===== src/rtl/rv_ctrl_pkg.sv =====
// Shared types and encodings for the RV32I multicycle sequencer:
// FSM states, opcodes, ALU operations and datapath select codes.
package rv_ctrl_pkg;

  typedef enum logic [3:0] {
    S_IDLE, S_FETCH, S_DECODE, S_MEMADR, S_MEMRD, S_MEMWB, S_MEMWR, S_EXEC_R,
    S_EXEC_I, S_ALUWB, S_BRANCH, S_JAL, S_JALR_ADR, S_JALR, S_FAULT
  } state_t;

  localparam logic [6:0] OP_LOAD   = 7'b0000011;
  localparam logic [6:0] OP_STORE  = 7'b0100011;
  localparam logic [6:0] OP_OP     = 7'b0110011;
  localparam logic [6:0] OP_IMM    = 7'b0010011;
  localparam logic [6:0] OP_LUI    = 7'b0110111;
  localparam logic [6:0] OP_AUIPC  = 7'b0010111;
  localparam logic [6:0] OP_BRANCH = 7'b1100011;
  localparam logic [6:0] OP_JAL    = 7'b1101111;
  localparam logic [6:0] OP_JALR   = 7'b1100111;

  typedef enum logic [3:0] {
    ALU_ADD  = 4'b0000, ALU_SUB = 4'b0001, ALU_AND = 4'b0010, ALU_OR  = 4'b0011,
    ALU_XOR  = 4'b0100, ALU_SLL = 4'b0101, ALU_SRL = 4'b0110, ALU_SRA = 4'b0111,
    ALU_SLT  = 4'b1000, ALU_SLTU = 4'b1001
  } alu_op_t;

  localparam logic [1:0] SRC_A_RS1   = 2'b00;
  localparam logic [1:0] SRC_A_OLDPC = 2'b01;
  localparam logic [1:0] SRC_A_PC    = 2'b10;
  localparam logic [1:0] SRC_A_ZERO  = 2'b11;

  localparam logic [1:0] SRC_B_RS2  = 2'b00;
  localparam logic [1:0] SRC_B_IMM  = 2'b01;
  localparam logic [1:0] SRC_B_FOUR = 2'b10;

  localparam logic [1:0] RES_ALUOUT  = 2'b00;
  localparam logic [1:0] RES_MEMDATA = 2'b01;
  localparam logic [1:0] RES_ALU     = 2'b10;

  localparam logic [2:0] IMM_I = 3'b000;
  localparam logic [2:0] IMM_S = 3'b001;
  localparam logic [2:0] IMM_B = 3'b010;
  localparam logic [2:0] IMM_U = 3'b011;
  localparam logic [2:0] IMM_J = 3'b100;

  // size is funct3[1:0]: 00 byte, 01 half, anything else is treated as a word.
  function automatic logic [3:0] byte_en_f(input logic [1:0] size, input logic [1:0] off);
    case (size)
      2'b00:   return 4'b0001 << off;
      2'b01:   return 4'b0011 << off;
      default: return 4'b1111;
    endcase
  endfunction

  function automatic logic misaligned_f(input logic [1:0] size, input logic [1:0] off);
    case (size)
      2'b00:   return 1'b0;
      2'b01:   return off == 2'd3;
      default: return off != 2'd0;
    endcase
  endfunction

endpackage


===== src/rtl/alu_decoder.sv =====
// Maps opcode/funct3/funct7[5] to the ALU operation; anything that is not
// OP, OP-IMM or BRANCH gets ADD (address and link arithmetic).
module alu_decoder
  import rv_ctrl_pkg::*;
(
  input  logic [6:0] opcode_i,
  input  logic [2:0] funct3_i,
  input  logic       funct7_5_i,
  output alu_op_t    alu_op_o
);

  // NOTE: assign a default before any branch so every path drives the output and no latch is inferred.
  always_comb begin
    alu_op_o = ALU_ADD;
    case (opcode_i)
      OP_OP, OP_IMM: begin
        case (funct3_i)
          // Bit 30 is an immediate bit for ADDI, so only R-type may select SUB.
          3'b000: alu_op_o = (opcode_i == OP_OP && funct7_5_i) ? ALU_SUB : ALU_ADD;
          3'b001: alu_op_o = ALU_SLL;
          3'b010: alu_op_o = ALU_SLT;
          3'b011: alu_op_o = ALU_SLTU;
          3'b100: alu_op_o = ALU_XOR;
          3'b101: alu_op_o = funct7_5_i ? ALU_SRA : ALU_SRL;
          3'b110: alu_op_o = ALU_OR;
          default: alu_op_o = ALU_AND;
        endcase
      end
      OP_BRANCH: begin
        case (funct3_i[2:1])
          2'b00:   alu_op_o = ALU_SUB;
          2'b10:   alu_op_o = ALU_SLT;
          2'b11:   alu_op_o = ALU_SLTU;
          default: alu_op_o = ALU_ADD;
        endcase
      end
      default: alu_op_o = ALU_ADD;
    endcase
  end

endmodule


===== src/rtl/multicycle_ctrl.sv =====
// Multicycle RV32I control FSM: one state per datapath step, with a single
// memory port shared by fetch and load/store and a bounded ready wait.
module multicycle_ctrl
  import rv_ctrl_pkg::*;
#(
  parameter int unsigned MEM_TIMEOUT = 16
) (
  input  logic       clk,
  input  logic       rst_n,
  input  logic       trigger,
  input  logic [6:0] opcode_i,
  input  logic [2:0] funct3_i,
  input  logic       funct7_5_i,
  input  logic       zero_i,
  input  logic       alu_lsb_i,
  input  logic [1:0] addr_lsb_i,
  input  logic       mem_ready_i,
  output logic       mem_req_o,
  output logic       mem_we_o,
  output logic [3:0] byte_en_o,
  output logic       adr_src_o,
  output logic       ir_wr_en_o,
  output logic       pc_wr_en_o,
  output logic       reg_wr_en_o,
  output logic [1:0] alu_src_a_o,
  output logic [1:0] alu_src_b_o,
  output logic [1:0] result_src_o,
  output logic [2:0] imm_src_o,
  output logic [3:0] alu_control_o,
  output logic       retired_o,
  output logic       fault_o
);

  localparam int unsigned CNT_W = $clog2(MEM_TIMEOUT + 1);
  localparam logic [CNT_W-1:0] CNT_LAST = CNT_W'(MEM_TIMEOUT - 1);

  state_t           state_q, state_d;
  logic [CNT_W-1:0] cnt_q, cnt_d;
  logic [1:0]       off_q, off_d;
  alu_op_t          dec_op;
  logic [2:0]       imm_dec;
  logic             taken;
  logic             expired;

  alu_decoder u_alu_decoder (
    .opcode_i   (opcode_i),
    .funct3_i   (funct3_i),
    .funct7_5_i (funct7_5_i),
    .alu_op_o   (dec_op)
  );

  // NOTE: sequential state uses non-blocking assignments so all flops update from pre-edge values.
  always_ff @(posedge clk or negedge rst_n) begin
    if (!rst_n) begin
      state_q <= S_IDLE;
      cnt_q   <= '0;
      off_q   <= '0;
    end else begin
      state_q <= state_d;
      cnt_q   <= cnt_d;
      off_q   <= off_d;
    end
  end

  always_comb begin
    imm_dec = IMM_I;
    case (opcode_i)
      OP_STORE:         imm_dec = IMM_S;
      OP_BRANCH:        imm_dec = IMM_B;
      OP_JAL:           imm_dec = IMM_J;
      OP_LUI, OP_AUIPC: imm_dec = IMM_U;
      default:          imm_dec = IMM_I;
    endcase
  end

  // Branch sense: funct3[0] inverts the base comparison.
  assign taken   = (funct3_i[2] ? alu_lsb_i : zero_i) ^ funct3_i[0];
  assign expired = (cnt_q == CNT_LAST);

  always_comb begin
    state_d       = state_q;
    cnt_d         = '0;
    off_d         = off_q;
    mem_req_o     = 1'b0;
    mem_we_o      = 1'b0;
    byte_en_o     = 4'b0000;
    adr_src_o     = 1'b0;
    ir_wr_en_o    = 1'b0;
    pc_wr_en_o    = 1'b0;
    reg_wr_en_o   = 1'b0;
    alu_src_a_o   = SRC_A_RS1;
    alu_src_b_o   = SRC_B_RS2;
    result_src_o  = RES_ALUOUT;
    imm_src_o     = IMM_I;
    alu_control_o = ALU_ADD;
    retired_o     = 1'b0;
    fault_o       = 1'b0;

    case (state_q)
      S_IDLE: if (trigger) state_d = S_FETCH;

      S_FETCH: begin
        mem_req_o    = 1'b1;
        byte_en_o    = 4'b1111;
        alu_src_a_o  = SRC_A_PC;
        alu_src_b_o  = SRC_B_FOUR;
        result_src_o = RES_ALU;
        if (mem_ready_i) begin
          ir_wr_en_o = 1'b1;
          pc_wr_en_o = 1'b1;
          state_d    = S_DECODE;
        end else if (expired) state_d = S_FAULT;
        else cnt_d = cnt_q + CNT_W'(1);
      end

      S_DECODE: begin
        alu_src_a_o = SRC_A_OLDPC;
        alu_src_b_o = SRC_B_IMM;
        imm_src_o   = imm_dec;
        case (opcode_i)
          OP_LOAD, OP_STORE:        state_d = S_MEMADR;
          OP_OP:                    state_d = S_EXEC_R;
          OP_IMM, OP_LUI, OP_AUIPC: state_d = S_EXEC_I;
          OP_BRANCH:                state_d = S_BRANCH;
          OP_JAL:                   state_d = S_JAL;
          OP_JALR:                  state_d = S_JALR_ADR;
          default:                  state_d = S_FAULT;
        endcase
      end

      S_MEMADR: begin
        alu_src_b_o = SRC_B_IMM;
        imm_src_o   = (opcode_i == OP_STORE) ? IMM_S : IMM_I;
        off_d       = addr_lsb_i;
        if (misaligned_f(funct3_i[1:0], addr_lsb_i)) state_d = S_FAULT;
        else state_d = (opcode_i == OP_STORE) ? S_MEMWR : S_MEMRD;
      end

      S_MEMRD, S_MEMWR: begin
        mem_req_o = 1'b1;
        mem_we_o  = (state_q == S_MEMWR);
        adr_src_o = 1'b1;
        byte_en_o = byte_en_f(funct3_i[1:0], off_q);
        if (mem_ready_i) begin
          if (state_q == S_MEMRD) state_d = S_MEMWB;
          else begin
            retired_o = 1'b1;
            state_d   = trigger ? S_FETCH : S_IDLE;
          end
        end else if (expired) state_d = S_FAULT;
        else cnt_d = cnt_q + CNT_W'(1);
      end

      S_MEMWB, S_ALUWB: begin
        reg_wr_en_o  = 1'b1;
        result_src_o = (state_q == S_MEMWB) ? RES_MEMDATA : RES_ALUOUT;
        retired_o    = 1'b1;
        state_d      = trigger ? S_FETCH : S_IDLE;
      end

      S_EXEC_R: begin
        alu_control_o = dec_op;
        state_d       = S_ALUWB;
      end

      S_EXEC_I: begin
        alu_src_b_o   = SRC_B_IMM;
        alu_control_o = dec_op;
        if (opcode_i == OP_LUI || opcode_i == OP_AUIPC) begin
          alu_src_a_o = (opcode_i == OP_LUI) ? SRC_A_ZERO : SRC_A_OLDPC;
          imm_src_o   = IMM_U;
        end
        state_d = S_ALUWB;
      end

      S_BRANCH: begin
        alu_control_o = dec_op;
        if (funct3_i[2:1] == 2'b01) state_d = S_FAULT;
        else begin
          pc_wr_en_o = taken;
          retired_o  = 1'b1;
          state_d    = trigger ? S_FETCH : S_IDLE;
        end
      end

      S_JAL, S_JALR: begin
        pc_wr_en_o  = 1'b1;
        alu_src_a_o = SRC_A_OLDPC;
        alu_src_b_o = SRC_B_FOUR;
        state_d     = S_ALUWB;
      end

      S_JALR_ADR: begin
        alu_src_b_o = SRC_B_IMM;
        state_d     = S_JALR;
      end

      S_FAULT: fault_o = 1'b1;

      default: state_d = S_FAULT;
    endcase
  end

endmodule


===== config.mk =====
export PLATFORM = sky130hd
export DESIGN_NAME = multicycle_ctrl
export DESIGN_NICKNAME = d
export VERILOG_FILES = /design/src/rtl/rv_ctrl_pkg.sv /design/src/rtl/alu_decoder.sv /design/src/rtl/multicycle_ctrl.sv
export SDC_FILE = /design/constraint.sdc
export NUM_CORES = 1
export LEC_CHECK = 0
export BUFFER_PORTS_ARGS = -buffer_cell sky130_fd_sc_hd__buf_2
export CAP_MARGIN = 20
export CORE_ASPECT_RATIO = 1.25
export CORE_MARGIN = 2
export CORE_UTILIZATION = 52
export DETAILED_ROUTE_END_ITERATION = 10
export PLACE_DENSITY = 0.84
export SETUP_SLACK_MARGIN = 0.02
export SYNTH_ARGS = -nofsm -noshare
export SYNTH_HDL_FRONTEND = slang
export SYNTH_SLANG_ARGS = --single-unit

===== constraint.sdc =====
create_clock -name clk -period 1.89 [get_ports clk]
set_input_delay 0.0945 -clock clk [delete_from_list [all_inputs] [get_ports clk]]
set_output_delay 0.0945 -clock clk [all_outputs]
set_load 0.02 [all_outputs]

**Yosys cells after proc, flatten, opt, wreduce, memory -nomap -nowiden**

Cells that the tools add are included.

- Register bits: 11
- Input bits: 19
- Output and inout port bits: 25
- Word-level logic and storage cells: 113

- $add $sub $neg: 1
- Equality and inequality tests: 36
- Shift operators: 2
- Multiplexer cells: 48
- Bitwise logic cells: 2
- Reduce and logical (&&, ||, !) cells: 21

Operators with widths:

| kind | number |
|---|---|
| $pmux W4 S10 | 1 |
| $eq A4 B4 Y1 const B | 7 |
| $mux W4 | 7 |
| $pmux W4 S7 | 1 |
| $pmux W4 S2 | 3 |
| $pmux W4 S6 | 1 |
| $eq A7 B6 Y1 const B | 3 |
| $eq A7 B7 Y1 const B | 3 |
| $mux W1 | 18 |
| $eq A4 B3 Y1 const B | 4 |
| $mux W5 | 3 |
| $reduce_or A3 Y1 | 5 |
| $eq A7 B5 Y1 const B | 2 |
| $pmux W3 S4 | 1 |
| $pmux W4 S3 | 1 |
| $reduce_or A2 Y1 | 6 |
| $eq A3 B3 Y1 const B | 3 |
| $pmux W3 S3 | 1 |
| $eq A4 B2 Y1 const B | 2 |
| $mux W2 | 4 |
| $pmux W2 S2 | 2 |
| $reduce_or A4 Y1 | 2 |
| $eq A7 B2 Y1 const B | 1 |
| $eq A2 B2 Y1 const B | 3 |
| 22 further kinds | 26 |

**Logic depth before layout (Yosys ltp)**

- Depth after elaboration: 6
- Depth in mapped cells: 6
- Depth with buffers taken out: 6

**Cells and area by module**

A second synthesis with hierarchy kept.

- Cells, all modules: 210
- Area, all modules: 1490.2 um2

By module, submodules not included:

| module | times used | cells an instance | area an instance (um2) | sequential area each (um2) |
|---|---|---|---|---|
| multicycle_ctrl | 1 | 183 | 1305.0 | 275.3 |
| alu_decoder | 1 | 27 | 185.2 | 0.0 |

**Worst setup path before layout**

No wires, ideal clock.

- Kind: register to output
- Start: register state_q[3]
- End: output port alu_control_o[1]
- Arrival time: 1591 ps
- Required time: 1796 ps
- Slack: 204 ps
- Stages on the path, launching flop included: 6
- Cell sequence: dfrtp_1 buf_2 nand2b_1 clkbuf_1 o22a_1 nor3_1

- Cells in the longest elaborated chain, start to end: 3
- Elaborated cells on any way between the ends: 5
- Classes of those cells: 3 x eq/ne; 1 x mux; 1 x reduce/logical

Ends and longest elaborated chain:

| element | line | RTL |
|---|---|---|
| start, declared | multicycle_ctrl.sv:37 | `state_t state_q, state_d;` |
| start signal, assigned | multicycle_ctrl.sv:59 | `state_q <= state_d;` |
| $eq A4 B4 Y1 or $eq A4 B3 Y1 (tied branches) | multicycle_ctrl.sv:99 | `case (state_q)` |
| $reduce_or A3 Y1 (no line) (*) | - |  |
| $mux W4 (*) | multicycle_ctrl.sv:99 |  |
| end, declared | multicycle_ctrl.sv:29 | `output logic [3:0] alu_control_o,` |

Every way passes the cells marked *; elsewhere a longest branch is shown, timed or not.

**Final worst setup path**

- Start: register state_q[3]
- End: output port ir_wr_en_o

- Cells in the longest elaborated chain, start to end: 2

Ends and longest elaborated chain:

| element | line | RTL |
|---|---|---|
| $eq A4 B1 Y1 | multicycle_ctrl.sv:99 |  |
| $mux W1 | multicycle_ctrl.sv:99 |  |
| end, declared | multicycle_ctrl.sv:22 | `output logic ir_wr_en_o,` |

No other way between the ends.

==> results.toml <==
[placed_design]
numPortBuffers = 43
dp_cells = 271
place.detailed.hpwl_mm = 2.980
gpl.final_weighted_congestion = 0.8402

[logic_synthesis]
syn_avg_cell_area_um2 = 7.193
synth-xor-area-share_pct = 1.836
synthCells = 199
synth-simple-area-share_pct = 36.89
synth.area.mux_share_pct = 3.759
ys.flop_type = "dfrtp_1"
largest_family_of_logic_cells_by_synthesized_area = "simple AND/OR/NAND/NOR gates"
mappedNetlistArea_um2 = 1431
synth.ff_latch_count = 11
post_synth_num_cell_types = 55
synth_compound_area_share_pct = 28.23
yosys.area_share.adder_pct = 3.497
postSynthNetCount = 222
synth_edf_count = 0
synth.yosys.seq_area_share_pct = 19.23
yosysWarningCount = 0
asr_flop_ratio_synth_pct = 100.0

[floorplanning]
die_area_um2 = 3191
design.core.area_um2 = 2654
die_height_um = 62.66
top_level_ports = 44
initial_utilization_pct = 53.94
die_w_um = 50.93
rows = 21

[routing]
detail_route.wl_per_cell_um = 14.35
drt-vias-per-instance = 6.007
ant_nets = 0
drt_first_iter_violations = 63
drtPass1Iterations = 4
wl_mm = 4.031
post-route-drc-count = 0
via_count = 1688

[pwr]
seqPwrFrac_pct = 18.4
power_frac_clock_pct = 7.1
power_per_cell_area_nw_per_um2 = 1245
intPower_mw = 1.096
switching_power_mw = 1.184
max-vdd-ir-drop_v = 0.0007960
pwr-share-comb_pct = 74.4
p_sw_share_pct = 51.93
cellLeakagePower_nw = 0.8374
design_power_total_mw = 2.280

[setup_path]
reg2reg_setup_slack_ps = 290
endpoint = "ir_wr_en_o"
crit_path_end_kind = "output port"
timing.critical_path.required_ps = 1800
timing.critical_path.from_type = "flop"
critical_path.max_fanout = 7
r2r_start = "state_q[0]$_DFFE_PN0P_"
timing.reg2reg.worst_path_depth = 5
crit_start = "state_q[3]$_DFFE_PN0P_"
r2r-end = "state_q[2]$_DFFE_PN0P_"
worst_ep_arrival_time_ps = 1720
crit_type = "flop to output port"

[global_route]
antenna_violations_before_repair = 0
grt_pass1_vias = 1541
groute.usage.overall_pct = 25.88
grt_pass1_wl_mm = 6.568
maximum_number_of_pins_on_one_net_before_global_route_repair = 18
grt_remaining_overflow = 0

[min_path]
hold_crit_path_type = "input pin to flop"

[sta]
timing_hold_violations_final = 0
holdWs_ps = 90.34
slew_headroom_pct = 70.51
max_freq_mhz = 551.3
tightest_slew_ps = 438.9
slew_violations = 0
setup_viol = 0
finalCriticalPeriod_ps = 1814
fin_crit_sh_pct = 95.97
finClkSkew_ps = 1.551
grt_setup_unrepaired = "true"

[clock_tree]
cts_max_level = 1
clock_latency_on_the_worst_skew_pair_ps = 270
path_clk_slew_ps = 70
cts_tree = "yes"
cts.root.buffer_cell = "clkbuf_4"
tritoncts.num_buffers = 3
clk_path_buf_depth = 2
clock_sink_count = 11

[cells_and_area]
antenna_cells_inserted = 0
finish.net_count = 271
flow.area_growth_from_synthesis_pct = 27.97
fillerInstances = 216
finish.cell_count_without_fillers = 281
layout-drive-gt1-share_pct = 33.60

[outcome]
run_status = "finished, final reports clean"

[job]
timing.max_cap.violations = 0
## stage by stage
step                util, %  worst slack, ps  cell area [um2]  TNS, ps
CTS                   65.63            20.28             1742        0
detailed placement    63.79            259.0             1693        0
finish                69.02            76.24             1832        0
global placement      63.79            262.3             1693        0
global route          69.02           -16.29             1832   -20.80
floorplan                 -            204.2             1431        0
## worst min-delay path by stage
stage                  start              endpoint  cells after the start
3_3_place_gp           rst_n    cnt_q[4]$_DFF_PN0_                      1
4_1_cts        addr_lsb_i[1]  off_q[1]$_DFFE_PN0P_                      2
5_1_grt        addr_lsb_i[1]  off_q[1]$_DFFE_PN0P_                      2
2_1_floorplan          rst_n    cnt_q[0]$_DFF_PN0_                      0
6_report       addr_lsb_i[1]  off_q[1]$_DFFE_PN0P_                      2
3_5_place_dp           rst_n    cnt_q[4]$_DFF_PN0_                      1
## power groups by stage
stage	clock [mW]	sequential, mW	combinational, mW
after floorplan	0	0.369	1.15
after global placement	0	0.407	1.50
after detailed placement	0	0.413	1.52
after CTS	0.172	0.413	1.55
after global routing	0.179	0.431	1.86
final	0.163	0.420	1.70
## layout make-up
class / instances / area [um2] / area share (%)
Clock buffer: 4 / 26.28 / 1.434
Inverter: 6 / 22.52 / 1.230
Multi-Input combinational cell: 167 / 1112 / 60.72
Sequential cell: 11 / 280.3 / 15.30
Tap cell: 34 / 42.54 / 2.322
Timing Repair Buffer: 59 / 347.8 / 18.99
## critical path, cell delays in order (launching register included)
cell	delay, ps
dfrtp_2	470
or4b_4	590
inv_1	100
and2_1	130
buf_2	150
## Yosys cell counts (3+ instances only)
master | n | share of area (%)
and3_1 | 3 | 1.3
a31oi_1 | 3 | 1.3
inv_1 | 6 | 1.6
nand3_1 | 8 | 2.8
ha_1 | 4 | 3.5
o21ai_0 | 16 | 5.6
buf_2 | 6 | 2.1
clkbuf_1 | 5 | 1.3
mux2_2 | 3 | 2.4
nor2b_1 | 5 | 2.2
nand2b_1 | 9 | 3.9
nor2_1 | 17 | 4.5
nor4b_1 | 3 | 1.8
a21oi_1 | 13 | 4.5
nor3_1 | 8 | 2.8
nand2_1 | 17 | 4.5
nor4_1 | 6 | 2.6
a211oi_1 | 3 | 1.6
o211ai_1 | 3 | 1.6
dfrtp_1 | 11 | 19
## sequential cells by signal, indices dropped and copies added (netlist names)
| register | flops |
|---|---|
| cnt_q | 5 |
| off_q | 2 |
| state_q | 4 |
## cell families after synthesis
kind of cell    Yosys count
flops                    11
fa+ha+maj                 4
xor+xnor                  3
mux                       5
compound gates           61
simple gates             94
buf+inv                  21
## layout by cell type (no fill, tap or decap), types with 5 or more instances in the layout
cell,instances
inv_1,6
o21ai_0,16
dfrtp_1,7
a21oi_1,13
nand2_1,17
buf_4,14
nand2b_1,8
nor2b_1,5
nand3_1,8
nor2_1,16
nor4_1,5
buf_2,42
nor3_1,6
## metal layers
metal	wire length, um	global-route usage (%)	vias to the layer above
met3	156	3.589	8
li1	-	-	836
met5	0	0	-
met1	1644	28.77	791
met2	2150	47.24	53
met4	80	11.15	0
## timing repair
item | 4_1_cts | 5_1_grt
hold buffers | 1 | 0
hold endpoints to repair | 11 | 0
endpoints found under the setup margin | 5 | 15
pin swaps | 0 | 3
buffers inserted | 0 | 5
resized for setup | 3 | 14
(Power assumes the default switching activity.)
